**src/rtl/deserialize_if.sv**
```systemverilog
// Link and consumer-side signals of the serial receiver.
// The pin side (sda/scl) and the word handshake (data/ordy/ack) travel together.
// The status flags (overrun/busy) are carried alongside them.
interface deserialize_if #(
  parameter int WIDTH = 8
);
  logic             sda;
  logic             scl;
  logic             ack;
  logic [WIDTH-1:0] data;
  logic             ordy;
  logic             overrun;
  logic             busy;

  // Environment side: drives the link pins and the ack, observes the word.
  modport master (
    output sda, scl, ack,
    input  data, ordy, overrun, busy
  );

  // Receiver side.
  modport slave (
    input  sda, scl, ack,
    output data, ordy, overrun, busy
  );
endinterface

```
**src/rtl/deserialize.sv**
```systemverilog
// Receive end of the two-wire sda/scl serial link.
// scl and sda are oversampled on cin. WIDTH bits are shifted in MSB first.
// Each complete word is held on data with an ordy/ack handshake.
// A word that lands while the previous one is still unread overwrites it
// and sets the sticky overrun flag.
// A word that stalls mid-way for TIMEOUT cin cycles is silently dropped.
module deserialize #(
  parameter int SCL_MODE    = 1,   // 1: scl idles low, sample on fall; 0: idles high, sample on rise
  parameter int WIDTH       = 8,   // bits per word, >= 2
  parameter int SYNC_STAGES = 2,   // synchroniser depth, >= 2
  parameter int TIMEOUT     = 64   // cin cycles without a sampling edge before a partial word is dropped
) (
  input  logic          cin,
  input  logic          reset,
  deserialize_if.slave  link
);

  localparam int   CNT_W    = $clog2(WIDTH + 1);
  localparam int   TMO_W    = $clog2(TIMEOUT);
  localparam logic SCL_IDLE = (SCL_MODE != 0) ? 1'b0 : 1'b1;

  typedef enum logic {
    ST_IDLE,
    ST_SHIFT
  } state_t;

  // Synchroniser chains; the last stage is the usable, metastability-filtered value.
  logic [SYNC_STAGES-1:0] r_scl_sync;
  logic [SYNC_STAGES-1:0] r_sda_sync;
  logic                   r_scl_d;
  logic                   w_scl_s;
  logic                   w_sda_s;
  logic                   w_sample_edge;

  state_t                 r_state;
  state_t                 w_state_nxt;
  logic [WIDTH-1:0]       r_shift;
  logic [WIDTH-1:0]       w_shift_nxt;
  logic [WIDTH-1:0]       w_shifted;
  logic [CNT_W-1:0]       r_cnt;
  logic [CNT_W-1:0]       w_cnt_nxt;
  logic [TMO_W-1:0]       r_tmo;
  logic [TMO_W-1:0]       w_tmo_nxt;
  logic [WIDTH-1:0]       r_data;
  logic [WIDTH-1:0]       w_data_nxt;
  logic                   r_ordy;
  logic                   w_ordy_nxt;
  logic                   r_overrun;
  logic                   w_overrun_nxt;
  logic                   w_word_done;

  assign w_scl_s = r_scl_sync[SYNC_STAGES-1];
  assign w_sda_s = r_sda_sync[SYNC_STAGES-1];

  // The active edge is scl returning to its idle level, seen one cycle late through r_scl_d.
  assign w_sample_edge = (SCL_MODE != 0) ? (r_scl_d & ~w_scl_s) : (~r_scl_d & w_scl_s);

  // Word as it would stand after shifting in the current sda sample.
  assign w_shifted = {r_shift[WIDTH-2:0], w_sda_s};

  // Bring scl/sda into the cin domain; the chains reset to the line idle levels so no false edge follows reset.
  always_ff @(posedge cin or negedge reset) begin
    if (!reset) begin
      r_scl_sync <= {SYNC_STAGES{SCL_IDLE}};
      r_sda_sync <= '0;
      r_scl_d    <= SCL_IDLE;
    end else begin
      // NOTE: non-blocking assignments make every stage load the previous stage's old value, forming a real chain.
      r_scl_sync <= {r_scl_sync[SYNC_STAGES-2:0], link.scl};
      r_sda_sync <= {r_sda_sync[SYNC_STAGES-2:0], link.sda};
      r_scl_d    <= w_scl_s;
    end
  end

  // Next-state logic: bit shifting, word completion, stall timeout and the ordy/ack handshake.
  always_comb begin
    // NOTE: every output gets a hold value first so no path through the case leaves one unassigned (no latch).
    w_state_nxt   = r_state;
    w_shift_nxt   = r_shift;
    w_cnt_nxt     = r_cnt;
    w_tmo_nxt     = r_tmo;
    w_data_nxt    = r_data;
    w_ordy_nxt    = r_ordy;
    w_overrun_nxt = r_overrun;
    w_word_done   = 1'b0;

    // The consumer takes the held word; a completion later in this block may set ordy again.
    if (r_ordy && link.ack) begin
      w_ordy_nxt = 1'b0;
    end

    case (r_state)
      ST_IDLE: begin
        if (w_sample_edge) begin
          w_shift_nxt = w_shifted;
          w_cnt_nxt   = CNT_W'(1);
          w_tmo_nxt   = '0;
          w_state_nxt = ST_SHIFT;
        end
      end

      ST_SHIFT: begin
        if (w_sample_edge) begin
          w_shift_nxt = w_shifted;
          w_tmo_nxt   = '0;
          if (r_cnt == CNT_W'(WIDTH - 1)) begin
            w_cnt_nxt   = '0;
            w_state_nxt = ST_IDLE;
            w_word_done = 1'b1;
          end else begin
            w_cnt_nxt = r_cnt + CNT_W'(1);
          end
        end else if (r_tmo == TMO_W'(TIMEOUT - 1)) begin
          // Transmitter stalled: drop the partial word without touching data or flags.
          w_cnt_nxt   = '0;
          w_tmo_nxt   = '0;
          w_state_nxt = ST_IDLE;
        end else begin
          w_tmo_nxt = r_tmo + TMO_W'(1);
        end
      end

      default: begin
        w_state_nxt = ST_IDLE;
      end
    endcase

    if (w_word_done) begin
      w_data_nxt = w_shifted;
      w_ordy_nxt = 1'b1;
      // Only an unread word is lost; an ack on this same edge already consumed the old one.
      if (r_ordy && !link.ack) begin
        w_overrun_nxt = 1'b1;
      end
    end
  end

  // State and datapath registers.
  always_ff @(posedge cin or negedge reset) begin
    if (!reset) begin
      r_state   <= ST_IDLE;
      r_shift   <= '0;
      r_cnt     <= '0;
      r_tmo     <= '0;
      r_data    <= '0;
      r_ordy    <= 1'b0;
      r_overrun <= 1'b0;
    end else begin
      r_state   <= w_state_nxt;
      r_shift   <= w_shift_nxt;
      r_cnt     <= w_cnt_nxt;
      r_tmo     <= w_tmo_nxt;
      r_data    <= w_data_nxt;
      r_ordy    <= w_ordy_nxt;
      r_overrun <= w_overrun_nxt;
    end
  end

  assign link.data    = r_data;
  assign link.ordy    = r_ordy;
  assign link.overrun = r_overrun;
  assign link.busy    = (r_state == ST_SHIFT);

endmodule

```
**src/flat_wrapper.sv**
```systemverilog
// flat-port wrapper written by rule: the top's interface ports become plain ports
module deserialize_flat 
#(
  parameter int SCL_MODE    = 1,                                                                     
  parameter int WIDTH       = 8,                         
  parameter int SYNC_STAGES = 2,                              
  parameter int TIMEOUT     = 64                                                                         
)
  (cin, reset, link_sda, link_scl, link_ack, link_data, link_ordy, link_overrun, link_busy);
  deserialize_if #(.WIDTH(WIDTH)) link_i ();
  input  logic cin;
  input  logic reset;
  input wire logic [$bits(link_i.sda)-1:0] link_sda;
  input wire logic [$bits(link_i.scl)-1:0] link_scl;
  input wire logic [$bits(link_i.ack)-1:0] link_ack;
  output wire logic [$bits(link_i.data)-1:0] link_data;
  output wire logic [$bits(link_i.ordy)-1:0] link_ordy;
  output wire logic [$bits(link_i.overrun)-1:0] link_overrun;
  output wire logic [$bits(link_i.busy)-1:0] link_busy;
  assign link_i.sda = link_sda;
  assign link_i.scl = link_scl;
  assign link_i.ack = link_ack;
  assign link_data = link_i.data;
  assign link_ordy = link_i.ordy;
  assign link_overrun = link_i.overrun;
  assign link_busy = link_i.busy;
  deserialize #(.SCL_MODE(SCL_MODE), .WIDTH(WIDTH), .SYNC_STAGES(SYNC_STAGES), .TIMEOUT(TIMEOUT)) u_core (.cin(cin), .reset(reset), .link(link_i));
endmodule
```
**config.mk**
```make
export PLATFORM = sky130hd
export DESIGN_NAME = deserialize_flat
export DESIGN_NICKNAME = d
export VERILOG_FILES = /design/src/rtl/deserialize_if.sv /design/src/rtl/deserialize.sv /design/src/flat_wrapper.sv
export SDC_FILE = /design/constraint.sdc
export NUM_CORES = 1
export LEC_CHECK = 0
export BUFFER_PORTS_ARGS = -buffer_cell sky130_fd_sc_hd__buf_4
export CAP_MARGIN = 20
export CORE_MARGIN = 8
export CORE_UTILIZATION = 50
export DETAILED_ROUTE_END_ITERATION = 6
export GPL_TIMING_DRIVEN = 0
export PLACE_DENSITY = 0.73
export SLEW_MARGIN = 20
export SYNTH_ARGS = -nofsm -noshare
export SYNTH_HDL_FRONTEND = slang
export SYNTH_SLANG_ARGS = --single-unit
```
**constraint.sdc**
```tcl
create_clock -name cin -period 1.6 [get_ports cin]
set_clock_uncertainty 0.2 [all_clocks]
set_input_delay 0.24 -clock cin [delete_from_list [all_inputs] [get_ports cin]]
set_output_delay 0.24 -clock cin [all_outputs]
set_load 0.02 [all_outputs]
```
==> metrics.cfg <==
[outcome]
result_of_the_run = completed

[grt]
grt_pass1_wl_um = 4395
grt_max_degree = 34
grt_util_all_layers_pct = 12.67
initial_antenna_violation_count = 0
first_global_vias = 1007
grt.overflow.total = 0

[setup_path]
startpoint_type = flop
critical_path.cell_chain = ha_4, nand3b_4, nor2_4, buf_12, mux2_4
timing.critical_path.fanout_max = 10
critPathBufInv = 1
worst_ep_required_time_ps = 1630
cp.arrival_ps = 1610
crit_path_end_kind = flop
worst_path_dominant_cell_family = flip-flops
timing.critical_path.from = u_core.r_cnt[1]
setup_cp_type = flop to flop
depth_of_the_worst_register_to_register_path = 5
worstSetupPathDepth = 5
timing.critical_path.slowest_cell_delay_ps = 410
regToRegStartpoint = u_core.r_cnt[1]
timing.critical_path.slowest_stage_cell = sky130_fd_sc_hd__dfrtp_1

[placement]
gpl.final_weighted_congestion = 0.8029
port_buffers = 15
placement.setup.worst_slack_ps = -75.69
dp.final_hpwl_um = 1765

[timing]
worst_hold_slack_ps = 154.9
final_max_slew_viol_count = 0
finalHoldViolations = 0
grt_setup_unrepaired = yes
setup_total_negative_slack_ps = 0
setup_violations = 0
minimum_period_implied_by_the_final_worst_setup_slack_ps = 1577
achievable-frequency_mhz = 634.0
slew_headroom_pct = 72.91
finalCritPeriodShare_pct = 98.58
setup_slack_ps = 22.64
tightestPinTransition_ps = 406.3

[logic_synthesis]
post-synth-top-area-fraction_pct = 58.82
sequential_share_of_the_synthesized_area_pct = 58.82
yosys.area_share.adder_pct = 1.783
synth_top_family_by_area = simple AND/OR/NAND/NOR gates
netlist_instances = 121
synth_cell_types = 32
synth_enable_flop_cells = 0
mappedNetlistArea_um2 = 1404
muxShareOfSynthArea_pct = 9.002
synth_simple_gate_area_share_pct = 17.02
yosys.area_share.xor_xnor_pct = 2.496
synth.avg_cell_area_um2 = 11.60
synth-warning-count = 0
synth_area_leaders = sky130_fd_sc_hd__dfrtp_1 59%, sky130_fd_sc_hd__nand2_1 7.8%, sky130_fd_sc_hd__mux2_4 7.5%
most_frequently_used_flop_master_after_synthesis = sky130_fd_sc_hd__dfrtp_1
async_reset_ff_share_pct = 100.0
synth_nets = 128
yosys_register_bits = 33
synth.largest_area_cell = sky130_fd_sc_hd__dfrtp_1
area_fraction_in_compound_gates_after_synthesis_pct = 7.041

[hold_path]
worst_hold_startpoint = u_core.r_scl_sync[0]
hold_path_depth = 0
timing.hold.worst.class = flop to flop

[drt]
avgViaCountPerCell = 5.306
starting_drc_count_in_detailed_routing = 39
detail_route.wirelength_um = 2616
routed_wire_length_per_instance_um = 14.30
drtAntennaViolNets = 0
first_pass_iters = 4
drcViolationCount = 0
detailroute.via_count = 971

[clocking]
htree_num_levels = 2
max-clock-path-buffers = 2
clock_insertion_delay_worst_skew_ps = 330
cts.clk_slew.worst_paths_ps = 100
cts_tree = yes
numCtsBuffers = 5
tritoncts_num_sinks = 33
root_buffer = sky130_fd_sc_hd__clkbuf_4

[layout]
area_growth_syn_to_layout_pct = 20.59
diodes = 0
post_route_cells_drive_above_1_share_pct = 29.61
final_core_density_pct = 62.47
layout.nets = 158

[floorplanning]
core-area_um2 = 2710
floorplan.initialDensity_pct = 51.80
rows = 19
die_width_um = 68.99
die_area_um2 = 4759
ios = 16
die_outline_height_um = 68.99

[pwr]
p_leak_nw = 0.8643
vdd_drop_max_uv = 901.8
power.density_nw_per_um2 = 1493

[flow_run]
drv_cap = 0

-- per-stage QoR --
stage / power (mW) / area [um2] / cells
2_1_floorplan: 1.732 / 1404 / 121
3_3_place_gp: 1.943 / 1555 / 167
3_5_place_dp: 1.993 / 1555 / 167
4_1_cts: 2.504 / 1675 / 182
5_1_grt: 2.698 / 1693 / 183
6_report: 2.527 / 1693 / 183
-- area by class of cell --
class	count	area [um2]
Tap cell	31	38.79
Buffer	5	42.54
Inverter	3	11.26
Clock buffer	5	37.54
Multi-Input combinational cell	80	536.8
Sequential cell	33	825.8
Clock inverter	3	17.52
Timing Repair Buffer	23	182.7
Fill cell	219	1017
-- sequential cells by signal (all words and copies together) (netlist names) --
name                 count
u_core.r_scl_d           1
u_core.link.ordy         1
u_core.link.overrun      1
u_core.r_shift           7
u_core.link.data         8
u_core.r_tmo             6
u_core.r_sda_sync        2
u_core.link.busy         1
u_core.r_scl_sync        2
u_core.r_cnt             4
-- worst register-to-register path, stage by stage (launching register included) --
cell                       delay, ps
sky130_fd_sc_hd__dfrtp_1         410
sky130_fd_sc_hd__ha_4            170
sky130_fd_sc_hd__nand3b_4        100
sky130_fd_sc_hd__nor2_4          140
sky130_fd_sc_hd__buf_12          150
sky130_fd_sc_hd__mux2_4          300
-- cell usage in the layout (no fill, tap or decap), drive strengths merged, types with 3 or more instances in the layout --
master and instances:
a21oi 4, dfrtp 33, clkbuf 6, o22ai 3
nor2 5, buf 23, mux2 8, dlygate4sd3 4
o21ai 4, nand2 29, nand3 4, inv 3
xor2 3
-- power by group --
part | leakage (nW) | switching (mW) | internal [mW]
clock network | 0.0310 | 0.283 | 0.165
registers | 0.424 | 0.184 | 1.04
logic | 0.409 | 0.399 | 0.454
total | 0.864 | 0.867 | 1.66
-- per-layer routing --
| metal | GRT usage (%) | wire length [um] | up-vias | share of wire (%) |
|---|---|---|---|---|
| met5 | 0 | 0 | - | 0 |
| met4 | 5.764 | 48 | 0 | 1.8 |
| met3 | 5.493 | 121 | 5 | 4.6 |
| met2 | 19.79 | 1238 | 22 | 47 |
| met1 | 14.75 | 1207 | 476 | 46 |
| li1 | - | - | 468 | - |
-- synthesized netlist by cell type, types with 2 or more instances --
cell                       count
sky130_fd_sc_hd__nand2b_1      2
sky130_fd_sc_hd__a21oi_1       4
sky130_fd_sc_hd__nand4_1       2
sky130_fd_sc_hd__buf_2         2
sky130_fd_sc_hd__mux2_4        7
sky130_fd_sc_hd__nand2_1      29
sky130_fd_sc_hd__inv_1         3
sky130_fd_sc_hd__o22ai_1       3
sky130_fd_sc_hd__o21ai_0       4
sky130_fd_sc_hd__dfrtp_1      33
sky130_fd_sc_hd__and3_1        2
sky130_fd_sc_hd__xor2_1        3
sky130_fd_sc_hd__nand3_1       4
sky130_fd_sc_hd__ha_1          2
sky130_fd_sc_hd__nor2_1        4
-- kinds of logic (layout without fill, tap and decap cells) --
kind of cell | after synthesis | count (layout)
AO/OA/AOI/OAI | 16 | 16
XOR/XNOR | 4 | 4
adder cells (fa/ha/maj) | 2 | 2
buffers and inverters | 8 | 39
flip-flops | 33 | 33
multiplexers | 9 | 9
AND/OR/NAND/NOR | 49 | 49
-- path summary, 6_finish.rpt --
kind	slack (ps)	end
max	20	u_core.link.data[0]
min	150	u_core.r_scl_sync[1]
max reg2reg	20	u_core.link.data[0]
min reg2reg	150	u_core.r_scl_sync[1]
max in group asynchronous	730	u_core.r_tmo[3]
min in group asynchronous	170	u_core.r_tmo[4]
-- repair_timing --
| item | in CTS | in global routing |
|---|---|---|
| buffers inserted | 3 | 1 |
| endpoints found under the setup margin | 7 | 9 |
| pin swaps | 0 | 0 |
| hold buffers | 4 | 0 |
| resized for setup | 1 | 3 |
| hold endpoints to repair | 36 | 0 |
No activity file was read; power rests on OpenSTA's default activity.
